--- src/rtl/spi_fl_seq_if.sv ---
// Request/response and SPI-master command bus of the flash sequencer.
// slave = the sequencer itself; master = CPU register file plus SPI master side.
`timescale 1ns/1ps
interface spi_fl_seq_if;
  logic        req_valid;
  logic [1:0]  req_op;
  logic [23:0] req_addr;
  logic [31:0] req_wdata;
  logic        req_ready;
  logic        resp_valid;
  logic [31:0] resp_rdata;
  logic        resp_err;
  logic        m_validflag;
  logic [2:0]  m_commtype;
  logic [7:0]  m_command;
  logic [23:0] m_address;
  logic [31:0] m_data_in;
  logic [6:0]  m_nmiso_bits;
  logic        m_tready;
  logic        m_validflag_out;
  logic [31:0] m_data_out;

  modport slave (
    input  req_valid, req_op, req_addr, req_wdata,
    input  m_tready, m_validflag_out, m_data_out,
    output req_ready, resp_valid, resp_rdata, resp_err,
    output m_validflag, m_commtype, m_command, m_address, m_data_in, m_nmiso_bits
  );

  modport master (
    output req_valid, req_op, req_addr, req_wdata,
    output m_tready, m_validflag_out, m_data_out,
    input  req_ready, resp_valid, resp_rdata, resp_err,
    input  m_validflag, m_commtype, m_command, m_address, m_data_in, m_nmiso_bits
  );
endinterface

--- src/rtl/spi_fl_seq.sv ---
// Expands word-level flash requests into WREN / op / RDSR-poll SPI transactions.
// One request in flight; response one cycle after the last transaction completes.
`timescale 1ns/1ps
module spi_fl_seq #(
  parameter logic [15:0] POLL_MAX = 16'd1000,
  parameter int          POLL_W   = 16
) (
  input  logic         clk,
  input  logic         rst,
  spi_fl_seq_if.slave  bus
);
  localparam logic [POLL_W-1:0] POLL_LIM = POLL_W'(POLL_MAX - 16'd1);

  typedef enum logic [2:0] {S_IDLE, S_ISSUE, S_BUSY, S_NEXT, S_RESP} state_t;
  typedef enum logic [2:0] {T_RD, T_WREN, T_PP, T_SE, T_RDSR} txn_t;

  state_t state, state_nxt;
  txn_t   cur, load_txn;

  logic [1:0]        op_q;
  logic [23:0]       addr_q;
  logic [31:0]       wdata_q;
  logic [POLL_W-1:0] poll_cnt;
  logic [31:0]       cap;
  logic              got_ans, vo_q;
  logic [7:0]        cmd_q;
  logic [2:0]        ct_q;
  logic [23:0]       maddr_q;
  logic [31:0]       mdata_q;
  logic [6:0]        nmiso_q;
  logic [31:0]       rdata_q;
  logic              err_q;
  logic              accept, vo_rise, want_ans, ans_ok;
  logic              load_en, poll_inc, poll_fail;
  logic [23:0]       addr_src;

  assign accept   = (state == S_IDLE) && bus.req_valid;
  assign vo_rise  = bus.m_validflag_out && !vo_q;
  assign want_ans = (cur == T_RD) || (cur == T_RDSR);
  // An answer arriving together with tready completes the transaction at once.
  assign ans_ok   = !want_ans || got_ans || vo_rise;
  assign addr_src = accept ? bus.req_addr : addr_q;

  assign bus.m_command    = cmd_q;
  assign bus.m_commtype   = ct_q;
  assign bus.m_address    = maddr_q;
  assign bus.m_data_in    = mdata_q;
  assign bus.m_nmiso_bits = nmiso_q;
  assign bus.resp_rdata   = rdata_q;
  assign bus.resp_err     = err_q;

  // Which transaction (if any) to load next: first one on accept, successor in NEXT.
  always_comb begin
    load_en   = 1'b0;
    load_txn  = T_RD;
    poll_inc  = 1'b0;
    poll_fail = 1'b0;
    if (accept) begin
      load_en = 1'b1;
      case (bus.req_op)
        2'b00:   load_txn = T_RD;
        2'b11:   load_txn = T_RDSR;
        default: load_txn = T_WREN;
      endcase
    end else if (state == S_NEXT) begin
      case (cur)
        T_WREN: begin
          load_en  = 1'b1;
          load_txn = (op_q == 2'b01) ? T_PP : T_SE;
        end
        T_PP, T_SE: begin
          load_en  = 1'b1;
          load_txn = T_RDSR;
        end
        T_RDSR: begin
          if (op_q != 2'b11 && cap[24]) begin
            if (poll_cnt < POLL_LIM) begin
              load_en  = 1'b1;
              load_txn = T_RDSR;
              poll_inc = 1'b1;
            end else begin
              poll_fail = 1'b1;
            end
          end
        end
        default: ;
      endcase
    end
  end

  always_ff @(posedge clk) begin
    if (rst) state <= S_IDLE;
    else     state <= state_nxt;
  end

  always_comb begin
    state_nxt = state;
    case (state)
      S_IDLE:  if (accept) state_nxt = S_ISSUE;
      S_ISSUE: if (!bus.m_tready) state_nxt = S_BUSY;
      S_BUSY:  if (bus.m_tready && ans_ok) state_nxt = S_NEXT;
      S_NEXT:  state_nxt = load_en ? S_ISSUE : S_RESP;
      S_RESP:  state_nxt = S_IDLE;
      default: state_nxt = S_IDLE;
    endcase
  end

  always_comb begin
    bus.req_ready   = (state == S_IDLE);
    bus.m_validflag = (state == S_ISSUE);
    bus.resp_valid  = (state == S_RESP);
  end

  always_ff @(posedge clk) begin
    if (rst) begin
      cur      <= T_RD;
      op_q     <= 2'b00;
      addr_q   <= '0;
      wdata_q  <= '0;
      poll_cnt <= '0;
      cap      <= '0;
      got_ans  <= 1'b0;
      vo_q     <= 1'b0;
      cmd_q    <= '0;
      ct_q     <= 3'b111;
      maddr_q  <= '0;
      mdata_q  <= '0;
      nmiso_q  <= '0;
      rdata_q  <= '0;
      err_q    <= 1'b0;
    end else begin
      vo_q <= bus.m_validflag_out;
      if (accept) begin
        op_q     <= bus.req_op;
        addr_q   <= bus.req_addr;
        wdata_q  <= bus.req_wdata;
        poll_cnt <= '0;
        rdata_q  <= '0;
        err_q    <= 1'b0;
      end
      if (poll_inc) poll_cnt <= poll_cnt + POLL_W'(1);
      if (load_en) begin
        cur     <= load_txn;
        got_ans <= 1'b0;
        maddr_q <= '0;
        mdata_q <= '0;
        case (load_txn)
          T_RD:    begin cmd_q <= 8'h03; ct_q <= 3'b010; nmiso_q <= 7'd32; maddr_q <= addr_src; end
          T_WREN:  begin cmd_q <= 8'h06; ct_q <= 3'b000; nmiso_q <= 7'd0; end
          T_PP:    begin cmd_q <= 8'h02; ct_q <= 3'b100; nmiso_q <= 7'd0; maddr_q <= addr_src; mdata_q <= wdata_q; end
          T_SE:    begin cmd_q <= 8'hD8; ct_q <= 3'b101; nmiso_q <= 7'd0; maddr_q <= addr_src; end
          default: begin cmd_q <= 8'h05; ct_q <= 3'b001; nmiso_q <= 7'd8; end
        endcase
      end else if (state == S_BUSY && vo_rise && want_ans) begin
        cap     <= bus.m_data_out;
        got_ans <= 1'b1;
      end
      if (state == S_NEXT && !load_en) begin
        err_q <= poll_fail;
        case (op_q)
          2'b00:   rdata_q <= cap;
          2'b11:   rdata_q <= {24'b0, cap[31:24]};
          default: rdata_q <= '0;
        endcase
      end
    end
  end
endmodule

--- src/flat_wrapper.sv ---
// flat-port wrapper written by rule: the top's interface ports become plain ports
module spi_fl_seq_flat 
#(
  parameter logic [15:0] POLL_MAX = 16'd1000,
  parameter int          POLL_W   = 16
)
  (clk, rst, bus_req_valid, bus_req_op, bus_req_addr, bus_req_wdata, bus_m_tready, bus_m_validflag_out, bus_m_data_out, bus_req_ready, bus_resp_valid, bus_resp_rdata, bus_resp_err, bus_m_validflag, bus_m_commtype, bus_m_command, bus_m_address, bus_m_data_in, bus_m_nmiso_bits);
  spi_fl_seq_if bus_i ();
  input  logic clk;
  input  logic rst;
  input wire logic [$bits(bus_i.req_valid)-1:0] bus_req_valid;
  input wire logic [$bits(bus_i.req_op)-1:0] bus_req_op;
  input wire logic [$bits(bus_i.req_addr)-1:0] bus_req_addr;
  input wire logic [$bits(bus_i.req_wdata)-1:0] bus_req_wdata;
  input wire logic [$bits(bus_i.m_tready)-1:0] bus_m_tready;
  input wire logic [$bits(bus_i.m_validflag_out)-1:0] bus_m_validflag_out;
  input wire logic [$bits(bus_i.m_data_out)-1:0] bus_m_data_out;
  output wire logic [$bits(bus_i.req_ready)-1:0] bus_req_ready;
  output wire logic [$bits(bus_i.resp_valid)-1:0] bus_resp_valid;
  output wire logic [$bits(bus_i.resp_rdata)-1:0] bus_resp_rdata;
  output wire logic [$bits(bus_i.resp_err)-1:0] bus_resp_err;
  output wire logic [$bits(bus_i.m_validflag)-1:0] bus_m_validflag;
  output wire logic [$bits(bus_i.m_commtype)-1:0] bus_m_commtype;
  output wire logic [$bits(bus_i.m_command)-1:0] bus_m_command;
  output wire logic [$bits(bus_i.m_address)-1:0] bus_m_address;
  output wire logic [$bits(bus_i.m_data_in)-1:0] bus_m_data_in;
  output wire logic [$bits(bus_i.m_nmiso_bits)-1:0] bus_m_nmiso_bits;
  assign bus_i.req_valid = bus_req_valid;
  assign bus_i.req_op = bus_req_op;
  assign bus_i.req_addr = bus_req_addr;
  assign bus_i.req_wdata = bus_req_wdata;
  assign bus_i.m_tready = bus_m_tready;
  assign bus_i.m_validflag_out = bus_m_validflag_out;
  assign bus_i.m_data_out = bus_m_data_out;
  assign bus_req_ready = bus_i.req_ready;
  assign bus_resp_valid = bus_i.resp_valid;
  assign bus_resp_rdata = bus_i.resp_rdata;
  assign bus_resp_err = bus_i.resp_err;
  assign bus_m_validflag = bus_i.m_validflag;
  assign bus_m_commtype = bus_i.m_commtype;
  assign bus_m_command = bus_i.m_command;
  assign bus_m_address = bus_i.m_address;
  assign bus_m_data_in = bus_i.m_data_in;
  assign bus_m_nmiso_bits = bus_i.m_nmiso_bits;
  spi_fl_seq #(.POLL_MAX(POLL_MAX), .POLL_W(POLL_W)) u_core (.clk(clk), .rst(rst), .bus(bus_i));
endmodule
--- config.mk ---
export PLATFORM = sky130hd
export DESIGN_NAME = spi_fl_seq_flat
export DESIGN_NICKNAME = d
export VERILOG_FILES = /design/src/rtl/spi_fl_seq_if.sv /design/src/rtl/spi_fl_seq.sv /design/src/flat_wrapper.sv
export SDC_FILE = /design/constraint.sdc
export NUM_CORES = 1
export LEC_CHECK = 0
export CAP_MARGIN = 20
export CORE_UTILIZATION = 35
export CTS_BUF_LIST = sky130_fd_sc_hd__clkbuf_16
export DETAILED_ROUTE_END_ITERATION = 6
export GPL_TIMING_DRIVEN = 0
export PLACE_DENSITY = 0.71
export SYNTH_ARGS = -nofsm -noshare
export SYNTH_HDL_FRONTEND = slang
export SYNTH_SLANG_ARGS = --single-unit
--- constraint.sdc ---
create_clock -name clk -period 3.1 [get_ports clk]
set_clock_uncertainty 0.2 [all_clocks]
set_input_delay 0.93 -clock clk [delete_from_list [all_inputs] [get_ports clk]]
set_output_delay 0.93 -clock clk [all_outputs]
set_load 0.005 [all_outputs]
Yosys cells after proc, flatten, opt, wreduce, memory -nomap -nowiden
Index checks and enable logic that the tools add are counted.
W data, S select, Z words.
Word-level totals
  bits of input ports: 95
  logic and storage cells: 102
  register bits: 221
Cells by class
  equality and inequality tests: 18
  bitwise operators: 1
  order comparisons: 1
  reductions and logical operators: 27
  $add $sub $neg: 1
  muxes and demuxes: 38
Operators by type and width (number)
  $mux W32: 3
  $pmux W32 S2: 1
  $mux W24: 2
  $mux W16: 2
  $pmux W8 S4: 1
  $mux W3: 8
  $pmux W3 S4: 2
  $eq A3 B2 Y1 const B: 6
  $add A16 B1 Y16 const B: 1
  $lt A16 B10 Y1 const B: 1
  $mux W1: 15
  $pmux W6 S2: 1
  $eq A3 B1 Y1 const B: 3
  $logic_not A3 Y1: 3
  $pmux W3 S3: 1
  $reduce_or A3 Y1: 3
  $logic_and A1 B1 Y1: 7
  $eq A3 B3 Y1 const B: 2
  $pmux W3 S2: 1
  $eq A2 B2 Y1 const B: 2
  $logic_not A2 Y1: 2
  $ne A2 B1 Y1 const B: 2
  $ne A2 B2 Y1 const B: 2
  $reduce_bool A2 Y1: 2
  other kinds (8): 13

Longest topological paths before layout
Gate-level depths: netlist (run 1).
  depth in word-level cells: 9
  depth in mapped cells: 10

Worst setup path before layout (run 1)
Ideal clock, no wire load.
  path kind: reg2reg
  from: register u_core.poll_cnt[0]
  to: register u_core.rdata_q[11], in the netlist u_core.bus.resp_rdata[11]
  arrival time: 2339 ps
  setup time: 117 ps
  stages on the path, launching flop included: 11
  path buffers: 4
  slack: 444 ps
  data required time: 2783 ps
  cells stage by stage: dfxtp_1 ha_1 a211o_1 and3_1 clkbuf_1 or3_1 buf_2 and3_4 buf_6 buf_6 a22o_1
On the way
  cells in the longest elaborated chain, start to end: 9
  elaborated cells on any way between the ends: 10
RTL lines
  from (decl): line spi_fl_seq.sv:23  | logic [POLL_W-1:0] poll_cnt;
  from (signal assigned): line spi_fl_seq.sv:141  | if (poll_inc) poll_cnt <= poll_cnt + POLL_W'(1);
  $lt A16 B10 Y1 *: line spi_fl_seq.sv:77  | if (poll_cnt < POLL_LIM) begin
  $mux W1 *: line spi_fl_seq.sv:77
  $mux W1 *: line spi_fl_seq.sv:76  | if (op_q != 2'b11 && cap[24]) begin
  $pmux W1 S2 *: line spi_fl_seq.sv:66  | case (cur)
  $mux W1 *: line spi_fl_seq.sv:65  | end else if (state == S_NEXT) begin
  $mux W1 *: line spi_fl_seq.sv:58  | if (accept) begin
  $logic_not A1 Y1 *: line spi_fl_seq.sv:158  | if (state == S_NEXT && !load_en) begin
  $logic_and A1 B1 Y1 *: line spi_fl_seq.sv:158
  $mux W32 / $reduce_bool A2 Y1 (equally long branches)
  to (signal assigned): line spi_fl_seq.sv:161  | 2'b00: rdata_q <= cap;
  to (signal assigned): line spi_fl_seq.sv:162  | 2'b11: rdata_q <= {24'b0, cap[31:24]};
  to (decl): line spi_fl_seq.sv:31  | logic [31:0] rdata_q;
Every way passes the cells marked *; elsewhere a longest branch is shown, timed or not.
A chain may end at the register's enable or synchronous reset.

Final worst setup path (run 1)
  from: register u_core.state[1]
  to: output port bus_m_validflag
On the way
  cells in the longest elaborated chain, start to end: 1
RTL lines
  from (decl): line spi_fl_seq.sv:17  | state_t state, state_nxt;
  from (signal assigned): line spi_fl_seq.sv:93  | else state <= state_nxt;
  $eq A3 B1 Y1: line spi_fl_seq.sv:110  | bus.m_validflag = (state == S_ISSUE);
  to (decl): line flat_wrapper.sv:22  | output wire logic [$bits(bus_i.m_validflag)-1:0] bus_m_validflag;
No other way between the ends.

==> results.yml, run 1 <==
global_routing:
  grt_first_pass_wirelength_mm: 32.32
  grt_pass1_vias: 6314
  antenna_found_initial: 1
  overflow: 0
  grt_max_degree: 15
  track_usage_pct: 18.29
pwr:
  p_sw_mw: 1.423
  powerDensity_nw_per_um2: 580.0
  clkPwrFrac_pct: 44.9
  cellLeakagePower_nw: 3.913
  p_sw_share_pct: 23.04
  comb_power_share_pct: 8.8
  vdd.ir_drop.worst_uv: 295.0
  p_int_mw: 4.753
  sequentialPowerShare_pct: 46.3
floorplanning:
  core_area_um2: 21020
  dieHeight_um: 148.3
  initial_core_util_pct: 35.63
  die-area_um2: 21990
  io_pins: 205
  die_x_um: 148.3
  rows: 53
timing:
  relSlewSlack_pct: 54.89
  period_share_pct: 94.67
  setup_tns_ps: 0
  layout_min_cycle_time_ps: 2935
  final-hold-violation-count: 0
  finalSetupViolCount: 0
  max_slew.worst_pin.slew_ps: 676.7
  drv_slew: 0
  fmax_mhz: 340.8
worst_hold_path:
  holdPathStages: 2
  worst_hold_path_type: "reg -> reg"
  hold_end: "u_core.cap[19]"
  min_from: "u_core.cap[19]"
status:
  status: "finished, final reports clean"
place:
  dpl.hpwl_mm: 14.56
  gp_congestion: 0.7900
  port_buffers: 197
yosys:
  synth_area_per_cell_um2: 9.434
  synth_edf_count: 0
  syn_inst: 794
  ys_top_cells_by_area: "dfxtp_1, nand2_1, a21oi_1"
  yosysTopAreaCell: "dfxtp_1"
  netlist-cell-type-count: 54
  synth-seq-cells: 212
  synthArstFlopShare_pct: 0
  synth-main-ff-cell: "dfxtp_1"
  syn_area_um2: 7491
  ys_seq_area_share_pct: 56.66
  synth_top_area_share_pct: 56.66
  yosys_warnings: 0
worst_setup_path:
  r2r_end: "u_core.bus.resp_rdata[27]"
  worst_setup_path_start_kind: "flip-flop"
  rr_worst_depth: 10
  cp.required_ps: 1970
  rrSetupSlack_ps: 200
  r2r-start: "u_core.poll_cnt[0]"
  path_max_fanout: 10
  cp.arrival_ps: 1800
  worstSetupEndpointType: "primary output"
  crit_type: "reg -> out"
final_layout:
  drive_gt1_share_pct: 7.006
  final_common_cell: "dfxtp_1"
  area_delta_synth_final_pct: 42.13
  fin_util_pct: 50.65
  fin_nets: 1125
  mostFrequentLayoutCells: "dfxtp_1, clkdlybuf4s50_1, nand2_1"
detailed_routing:
  drc_errors: 0
  vias: 6585
  routed_wl_mm: 20.47
  avgRoutedWirePerCell_um: 15.53
  drtIter0Drc: 347
  viasPerCell: 4.996
  drtAntennaViolNets: 0
  dr.pass1.iters: 5
cts:
  h-tree-depth: 1
  clockRootBuffer: "clkbuf_16"
  cts_tree: "built"
  clk_pin_slew_ps: 60
  clk_path_buf_depth: 3
  hold_buffers: 0
  cts.sinks: 212
  clk_latency_ps: 510
  cts_made_buffers: 23
run:
  maxCapViolations: 0
worst max-delay path by stage:
stage / startpoint / end / slack, ps / cells after the start
6_report: u_core.state[1] / bus_m_validflag / 170 / 3
5_1_grt: u_core.poll_cnt[0] / u_core.bus.m_address[18] / -7 / 10
4_1_cts: u_core.op_q[0] / u_core.bus.m_address[19] / 4 / 8
3_5_place_dp: bus_req_valid / u_core.wdata_q[16] / -600 / 7
3_3_place_gp: bus_req_valid / u_core.wdata_q[16] / -540 / 7
2_1_floorplan: u_core.poll_cnt[0] / u_core.bus.resp_rdata[11] / 440 / 10
routing by layer:
| metal | routed length, um | track usage, % | vias to the layer above | share of wire (%) |
|---|---|---|---|---|
| met5 | 0 | 0 | - | 0 |
| met4 | 279 | 4.742 | 0 | 1.4 |
| met3 | 1470 | 5.123 | 22 | 7.2 |
| met1 | 8954 | 23.04 | 3133 | 44 |
| met2 | 9762 | 30.61 | 194 | 48 |
| li1 | - | - | 3236 | - |
Yosys cell counts, types with 3 or more instances:
cell type  number
a211o_1         3
a21oi_1        98
a22o_1         56
a22oi_1         9
a31oi_1         3
a32o_1         24
and2_1          8
buf_2          11
buf_4           9
buf_6           4
clkbuf_1       46
dfxtp_1       212
ha_1            5
inv_1           5
nand2_1       195
nand3_1         5
nand4_1         3
nor2_1         21
nor3_1          7
nor3b_1         4
nor4_1          5
o21a_1          4
o2bb2ai_1       8
or3_1           4
or4_1           4
xnor2_1         5
worst max-delay path: stages (launching register included):
cell and delay (ps):
dfxtp_1 330, clkbuf_1 210, nor3b_1 230, clkdlybuf4s50_1 540
repair_timing:
item,in CTS,in global routing
endpoints found under the setup margin,53,104
cloned,0,0
gates resized for setup,1,8
pin swaps,1,1
setup buffers,0,4
flip-flops by register name, indices dropped and copies added (netlist names):
signal,cells
u_core.bus.m_data_in,32
u_core.bus.resp_rdata,32
u_core.cap,32
u_core.wdata_q,32
u_core.addr_q,24
u_core.bus.m_address,24
u_core.poll_cnt,16
u_core.bus.m_command,4
u_core.bus.m_commtype,3
u_core.cur,3
u_core.state,3
u_core.bus.m_nmiso_bits,2
u_core.op_q,2
u_core.bus.resp_err,1
u_core.got_ans,1
u_core.vo_q,1
through the flow:
step | hold WS, ps | instances | total power, mW | setup WS (ps) | instance area (um^2)
2_1_floorplan | 228.6 | 799 | 3.180 | 443.8 | 7510
3_3_place_gp | 238.3 | 1271 | 3.458 | -540.8 | 9826
3_5_place_dp | 245.0 | 1272 | 3.466 | -596.9 | 9831
4_1_cts | 251.7 | 1313 | 6.239 | 3.689 | 10600
5_1_grt | 272.7 | 1317 | 6.414 | -6.976 | 10640
6_report | 250.5 | 1318 | 6.175 | 165.4 | 10650
power groups by stage:
stage	combinational, mW	sequential (mW)	clock, mW
final	0.543	2.86	2.77
after global routing	0.598	2.87	2.94
after CTS	0.547	2.86	2.83
after detailed placement	0.548	2.92	0
after global placement	0.544	2.91	0
after floorplan	0.270	2.91	0
cell families (layout without fill, tap and decap cells):
| kind of cell | count (synthesis) | after routing | share of synthesized area, % |
|---|---|---|---|
| xor+xnor | 5 | 5 | 0.5846 |
| mux | 1 | 1 | 0.1336 |
| buf+inv | 76 | 319 | 4.844 |
| other cells | 1 | 7 | 0.05006 |
| simple gates | 274 | 274 | 16.22 |
| flops | 212 | 212 | 56.66 |
| fa+ha+maj | 5 | 5 | 0.8351 |
| compound gates | 220 | 220 | 20.68 |
area by class of cell:
| cell class | count | area [um^2] |
|---|---|---|
| Antenna cell | 1 | 2.502 |
| Buffer | 70 | 345.3 |
| Clock buffer | 23 | 575.6 |
| Clock inverter | 19 | 193.9 |
| Fill cell | 1988 | 10380 |
| Inverter | 5 | 18.77 |
| Multi-Input combinational cell | 511 | 2915 |
| Sequential cell | 212 | 4244 |
| Tap cell | 275 | 344.1 |
| Timing Repair Buffer | 202 | 2007 |
No activity file was read; power rests on OpenSTA's default activity.
==> inputs of run 2 (changes only) <==
--- a/config.mk
+++ b/config.mk
@@ -9,8 +9,9 @@
 export CORE_UTILIZATION = 35
 export CTS_BUF_LIST = sky130_fd_sc_hd__clkbuf_16
 export DETAILED_ROUTE_END_ITERATION = 6
-export GPL_TIMING_DRIVEN = 0
 export PLACE_DENSITY = 0.71
+export RECOVER_POWER = 50
+export SKIP_CTS_REPAIR_TIMING = 1
 export SYNTH_ARGS = -nofsm -noshare
 export SYNTH_HDL_FRONTEND = slang
 export SYNTH_SLANG_ARGS = --single-unit
==> results.yml, run 2 (synthesis results as in run 1) <==
floorplanning:
  rows: 53
  die_x_um: 148.3
  io_pins: 205
  initial_core_util_pct: 35.63
  die-area_um2: 21990
  core_area_um2: 21020
  dieHeight_um: 148.3
run:
  maxCapViolations: 0
timing:
  layout_min_cycle_time_ps: 2908
  drv_slew: 0
  setup_ws_ps: 191.6
  setup_tns_ps: 0
  fmax_mhz: 343.8
  rsz0062_at_grt: "no"
  finalSetupViolCount: 0
  period_share_pct: 93.82
  max_slew.worst_pin.slew_ps: 769.3
  relSlewSlack_pct: 48.71
  final-hold-violation-count: 0
worst_hold_path:
  worst_hold_path_type: "reg -> reg"
  holdPathStages: 1
global_routing:
  antenna_found_initial: 0
  overflow: 0
  track_usage_pct: 17.55
  grt_max_degree: 58
  grt_pass1_vias: 6071
  grt_first_pass_wirelength_mm: 31.10
worst_setup_path:
  crit_type: "reg -> out"
  rr_worst_depth: 6
  path_max_fanout: 11
  worstSetupEndpointType: "primary output"
  cp.arrival_ps: 1780
  cp.required_ps: 1970
  worst_setup_path_start_kind: "flip-flop"
cts:
  clockRootBuffer: "clkbuf_16"
  cts.sinks: 212
  clk_latency_ps: 500
  h-tree-depth: 1
  clk_path_buf_depth: 3
  cts_tree: "built"
  clk_pin_slew_ps: 60
  cts_made_buffers: 23
detailed_routing:
  drtIter0Drc: 298
  viasPerCell: 5.048
  vias: 6370
  routed_wl_mm: 19.50
  avgRoutedWirePerCell_um: 15.45
  dr.pass1.iters: 4
  drc_errors: 0
  drtAntennaViolNets: 0
pwr:
  p_total_mw: 5.906
  powerDensity_nw_per_um2: 568.7
  cellLeakagePower_nw: 3.942
  vdd.ir_drop.worst_uv: 383.8
place:
  port_buffers: 198
  gp_congestion: 0.7537
  dpl.hpwl_mm: 12.33
  pre_cts_slack_ps: 139.7
final_layout:
  register_area_um2: 4244
  mostFrequentLayoutCells: "dfxtp_1, nand2_1, clkdlybuf4s50_1"
  drive_gt1_share_pct: 6.180
  nFillCells: 1998
  final_common_cell: "dfxtp_1"
  antenna_cells: 0
  fin_nets: 1072
  multi_input_area_um2: 2923
  area_delta_synth_final_pct: 38.65
status:
  status: "finished, final reports clean"
## run 2: changes by cell type in the layout (fill, tap and decap cells not counted), sizes merged
cell and change:
dlygate4sd3 +53, clkinv +2, clkdlybuf4s50 -53, bufinv -3, diode -1, clkbuf -40
inv -2, buf -13, clkinvlp +1
## run 2: power by group
| part | switching [mW] | leakage (nW) | internal, mW |
|---|---|---|---|
| clock | 1.08 | 0.358 | 1.43 |
| sequential | 0.0474 | 1.72 | 2.81 |
| combinational | 0.277 | 1.86 | 0.256 |
## run 2: per-layer routing
metal | track usage, % | vias to the layer above | routed length [um]
met4 | 4.330 | 0 | 403
met1 | 22.14 | 3021 | 8546
met3 | 4.233 | 27 | 1407
met2 | 29.98 | 200 | 9147
li1 | - | 3122 | -
met5 | 0 | - | 0
## run 2: layout make-up
cell class | instances | area share, %
tap | 275 | 3.313
timing repair buffer | 219 | 20.89
sequential | 212 | 40.86
multi-input combinational | 511 | 28.14
clock buffer | 23 | 5.542
inverter | 5 | 0.1807
clock inverter | 17 | 1.072
## run 2: worst max-delay path, cell delays in order, from the launching register on
cell	delay [ps]
dfxtp_1	520
nor3b_1	240
clkdlybuf4s50_1	530
## run 2: path summary, 6_finish.rpt
| path | from | end | slack, ps |
|---|---|---|---|
| min reg2reg | u_core.wdata_q[10] | u_core.bus.m_data_in[10] | 250 |
| max | u_core.state[2] | bus_resp_valid | 190 |
| min | u_core.wdata_q[10] | u_core.bus.m_data_in[10] | 250 |
| max reg2reg | u_core.poll_cnt[0] | u_core.bus.resp_rdata[26] | 400 |
## run 2: metrics by stage
stage	area, um^2	hold WS [ps]	utilization [%]	cells
after global placement	9736	237.9	46.31	1222
after detailed placement	9736	244.8	46.31	1222
after CTS	10420	247.0	49.58	1262
after global routing	10390	264.5	49.41	1262
after floorplan	7510	228.6	-	799
final	10390	247.6	49.41	1262
==> patch 1 (settings of run 2) <==
`POLL_W` is set to 16 in 2 places; all go to 32.
--- a/src/rtl/spi_fl_seq.sv
+++ b/src/rtl/spi_fl_seq.sv
@@ -3,7 +3,7 @@
 `timescale 1ns/1ps
 module spi_fl_seq #(
   parameter logic [15:0] POLL_MAX = 16'd1000,
-  parameter int          POLL_W   = 16
+  parameter int          POLL_W   = 32
 ) (
   input  logic         clk,
   input  logic         rst,
--- a/src/flat_wrapper.sv
+++ b/src/flat_wrapper.sv
@@ -2,7 +2,7 @@
 module spi_fl_seq_flat 
 #(
   parameter logic [15:0] POLL_MAX = 16'd1000,
-  parameter int          POLL_W   = 16
+  parameter int          POLL_W   = 32
 )
   (clk, rst, bus_req_valid, bus_req_op, bus_req_addr, bus_req_wdata, bus_m_tready, bus_m_validflag_out, bus_m_data_out, bus_req_ready, bus_resp_valid, bus_resp_rdata, bus_resp_err, bus_m_validflag, bus_m_commtype, bus_m_command, bus_m_address, bus_m_data_in, bus_m_nmiso_bits);
   spi_fl_seq_if bus_i ();
Formal check against the unedited RTL: no difference found for any inputs over 4 cycles, from zero or initial values and one cycle with rst high; that may be too few to reach the edited logic, so the function may still have changed.
==> patch 1 against run 2 <==
  * Final area grew 5.8%
  * First-iteration DRC count grew 8.1%
  * Utilization grew 0.32 points
  * Setup slack lost 0.014 ns
  * Clock power grew 9.2%
  * Global-route usage shrank 0.27 points
  * Synthesized area grew 6.7%
  * Total power grew 9.3%
  * Sequential cell count grew 16
  * Routed wire length grew 5.0%
  * Critical path type unchanged
  * Largest power group unchanged
  * Highest routed layer unchanged
==> patch 1: results <==
[outcome]
status = finished, final reports clean

[layout]
layoutNonFillerInstCount = 1325
drive_gt1_share_pct = 5.66
fin_nets = 1124

[sta]
tightestPinTransition_ns = 1.40
slew_viol_final = 0

[placed_design]
io_buffers = 198
gp_congestion = 0.756
hpwlAfterDp_um = 13600
place_ws_ns = -0.000674
place_area_um2 = 10300

[synthesis]
synth-warning-count = 0
synth_cells = 840
ys_async_sr_fraction_pct = 0
synth_commonest_cells = dfxtp_1 (228), nand2_1 (204), a21oi_1 (102)
ys_seq_area_share_pct = 57.1
synthDistinctLibCells = 49
yosys-top-cells-area = dfxtp_1 (57%), a22o_1 (9.6%), nand2_1 (9.6%)

[worst_setup_path]
cpLargestDelayFamily = buffers and inverters
path_max_fanout = 7
max_stage_delay_ns = 0.53
regToRegSetupSlack_ns = 0.44
cp_slowest_cell = clkdlybuf4s50_1
ff2ff_path_depth = 7
rr_startpoint = u_core.poll_cnt[0]
r2r_end = u_core.bus.resp_rdata[20]
arrival_ns = 1.79

[grt]
grt_pass1_wl_um = 33400
antenna_found_initial = 3
grt_util_all_layers_pct = 17.3
grt_start_max_net_pins = 57
grt_pass1_vias = 6436

[hold_path]
holdPathStages = 2
hold_end = u_core.bus.resp_rdata[1]
hold_class = reg2reg
min_from = u_core.bus.resp_rdata[1]

[power]
leakage_nw = 4.20
vdd_drop_max_v = 0.000367

[clocking]
clkLatencyLatePin_ns = 0.51
cts.htree.levels = 1
root_buffer = clkbuf_16
clkTransAtPathRegs_ns = 0.06
cts_max_path_buffers = 3
numCtsBuffers = 24

[route]
num_vias = 6613
first_pass_iters = 4
wire_per_inst_um = 15.5
drt_iter0_drc = 322
## patch 1: cell count changes in the layout (fill, tap and decap cells not counted), moves of 9 or more
cell             before  now
nand2_1             195  204
dlygate4sd3_1        53   40
and2_1                5   17
dfxtp_1             212  228
a32o_1               24    2
a22oi_1               9    0
a22o_1               56   88
mux2i_1               1   10
clkdlybuf4s50_1     144  157
## patch 1: cell type report
class	count	area [um^2]
Sequential cell	228	4560
Tap cell	280	350
Inverter	7	26.3
Multi-Input combinational cell	542	3100
Antenna cell	3	7.51
Timing Repair Buffer	221	2180
Clock inverter	19	133
Fill cell	2030	11100
Clock buffer	25	626
## patch 1: cells by family (layout without fill, tap and decap cells)
| logic type | count (synthesis) | in the layout | synth area share (%) |
|---|---|---|---|
| adder cells (fa/ha/maj) | 5 | 5 | 0.783 |
| other | 1 | 9 | 0.0469 |
| AO/OA/AOI/OAI | 218 | 218 | 18.6 |
| flip-flops | 228 | 228 | 57.1 |
| buffers and inverters | 75 | 272 | 4.57 |
| multiplexers | 10 | 10 | 1.25 |
| AND/OR/NAND/NOR | 302 | 302 | 17.6 |
| XOR/XNOR | 1 | 1 | 0.110 |
## patch 1: power by group
part	switching (mW)	leakage [nW]	internal [mW]
registers	0.0560	1.85	3.04
clock network	1.12	0.388	1.62
logic	0.320	1.96	0.300
## patch 1: worst max-delay path by stage
stage | startpoint | endpoint | slack (ns) | cells past startpoint
finish | u_core.state[0] | bus_m_validflag | 0.18 | 2
global route | bus_req_valid | u_core.bus.m_nmiso_bits[3] | 0.09 | 6
CTS | u_core.state[2] | bus_resp_valid | 0.13 | 2
detailed placement | bus_req_valid | u_core.bus.m_command[1] | -0.0007 | 6
global placement | bus_req_valid | u_core.bus.m_command[1] | 0.008 | 6
floorplan | bus_req_valid | u_core.bus.m_address[22] | 0.51 | 8
## patch 1: worst register-to-register path: cells and delay by family, from the launching register on
| kind | cells | cell delay, ns |
|---|---|---|
| fa+ha+maj | 1 | 0.27 |
| simple gates | 3 | 1.10 |
| buf+inv | 1 | 0.30 |
| compound gates | 2 | 0.31 |
| flops | 1 | 0.42 |
## patch 1: through the flow
stage,hold WS (ns),TNS (ns)
6_report,0.255,0
5_1_grt,0.273,0
4_1_cts,0.255,0
3_5_place_dp,0.247,-0.000674
3_3_place_gp,0.242,0
2_1_floorplan,0.230,0
## patch 1: per-layer routing
metal / track usage, % / vias up / wire length (um)
li1: - / 3271 / -
met1: 22.1 / 3076 / 9040
met2: 27.1 / 228 / 9040
met3: 6.27 / 38 / 1830
met4: 5.29 / 0 / 566
met5: 0 / - / 0
==> patch 2 (config.mk and constraints of run 2) <==
Made on the original files. Encoding of `txn_t`: now one-hot (5 bits for 5 values).
--- a/src/rtl/spi_fl_seq.sv
+++ b/src/rtl/spi_fl_seq.sv
@@ -12,7 +12,7 @@
   localparam logic [POLL_W-1:0] POLL_LIM = POLL_W'(POLL_MAX - 16'd1);
 
   typedef enum logic [2:0] {S_IDLE, S_ISSUE, S_BUSY, S_NEXT, S_RESP} state_t;
-  typedef enum logic [2:0] {T_RD, T_WREN, T_PP, T_SE, T_RDSR} txn_t;
+  typedef enum logic [4:0] {T_RD = 5'b00001, T_WREN = 5'b00010, T_PP = 5'b00100, T_SE = 5'b01000, T_RDSR = 5'b10000} txn_t;
 
   state_t state, state_nxt;
   txn_t   cur, load_txn;
Function: no difference found for any inputs over 4 cycles, from zero or initial values and one cycle with rst high; so few cycles prove little.
==> patch 2 against run 2 <==
  * Setup slack got worse by 0.0080 ns
  * Routed wire length up 1.7%
  * Critical path depth rose by 4
  * Via count increased by 1.2%
  * Final area is 2.8% higher
  * Sequential cell count up 2
  * Total power up 5.0%
  * Synthesized area is 2.4% higher
==> patch 2: results <==
[grt]
met2_usage_pct = 28.8
grt_use_met3_pct = 5.27
grt_util_all_layers_pct = 17.4
grt_pass1_vias = 6264
groute.layer.met1.usage_pct = 22.0
grt_start_max_net_pins = 97
antenna_found_initial = 1

[route]
num_vias = 6447
route.met2.wl_um = 8990
drt_iter0_drc = 255
first_pass_iters = 5
wl_met1_um = 8680
drt-total-wl_um = 19800
wire_per_inst_um = 15.2
dr_wl_met3_um = 1800

[worst_setup_path]
r2r_end = u_core.bus.m_address[0]
crit_type = in2reg
rr_startpoint = u_core.cur[1]
arrival_ns = 3.15
cpLargestDelayFamily = simple AND/OR/NAND/NOR gates
path_max_fanout = 24
cp_slowest_cell = or4b_2
crit_start = bus_req_valid
ff2ff_path_depth = 7
max_stage_delay_ns = 0.68
regToRegSetupSlack_ns = 0.32

[sta]
tightestPinTransition_ns = 1.17
period_share_pct = 94.1

[layout]
nFillCells = 2013
n_all_buffers = 230
register_area_um2 = 4280
diodes = 0
area_growth_pct = 39.3
nNonClkInverters = 6
multi_input_gates = 537
multi_input_area_um2 = 3030
drive_gt1_share_pct = 6.91
fin_nets = 1113

[placed_design]
hpwlAfterDp_um = 12800
place_area_um2 = 9970
dp_cells = 1262
gp_congestion = 0.808

[synthesis]
synth_commonest_cells = dfxtp_1 (214), nand2_1 (201), a21oi_1 (105)
yosys-top-cells-area = dfxtp_1 (56%), nand2_1 (9.8%), a22o_1 (9.1%)
synthDistinctLibCells = 48
synth.avg_cell_area_um2 = 9.34
synth_cells = 821

[clocking]
clkLatencyLatePin_ns = 0.50
root_buffer = clkbuf_16
numClockSinks = 214
cts_max_path_buffers = 3

[power]
vdd_drop_max_v = 0.000343

[hold_path]
min_from = u_core.cap[7]
holdPathStages = 2
hold_end = u_core.cap[7]

[outcome]
status = finished, final reports clean
-- patch 2: kinds of logic (layout without fill, tap and decap cells) --
group	count (synthesis)	after routing	share of synthesized area (%)
adder cells (fa/ha/maj)	6	6	0.979
buffers and inverters	75	276	4.96
AO/OA/AOI/OAI	217	217	19.2
XOR/XNOR	7	7	0.799
other	1	6	0.0489
multiplexers	9	9	1.17
AND/OR/NAND/NOR	292	292	17.0
flip-flops	214	214	55.9
-- patch 2: tightest hold or removal path, stage by stage (launching register included) --
cell and delay (ns):
dfxtp_1 0.31, nand2_1 0.05, a21oi_1 0.05
-- patch 2: report_power, final --
group / leakage [nW] / internal, mW / total [mW] / switching (mW)
clock network: 0.373 / 1.67 / 2.75 / 1.08
registers: 1.73 / 2.84 / 2.89 / 0.0463
logic: 2.21 / 0.264 / 0.562 / 0.299
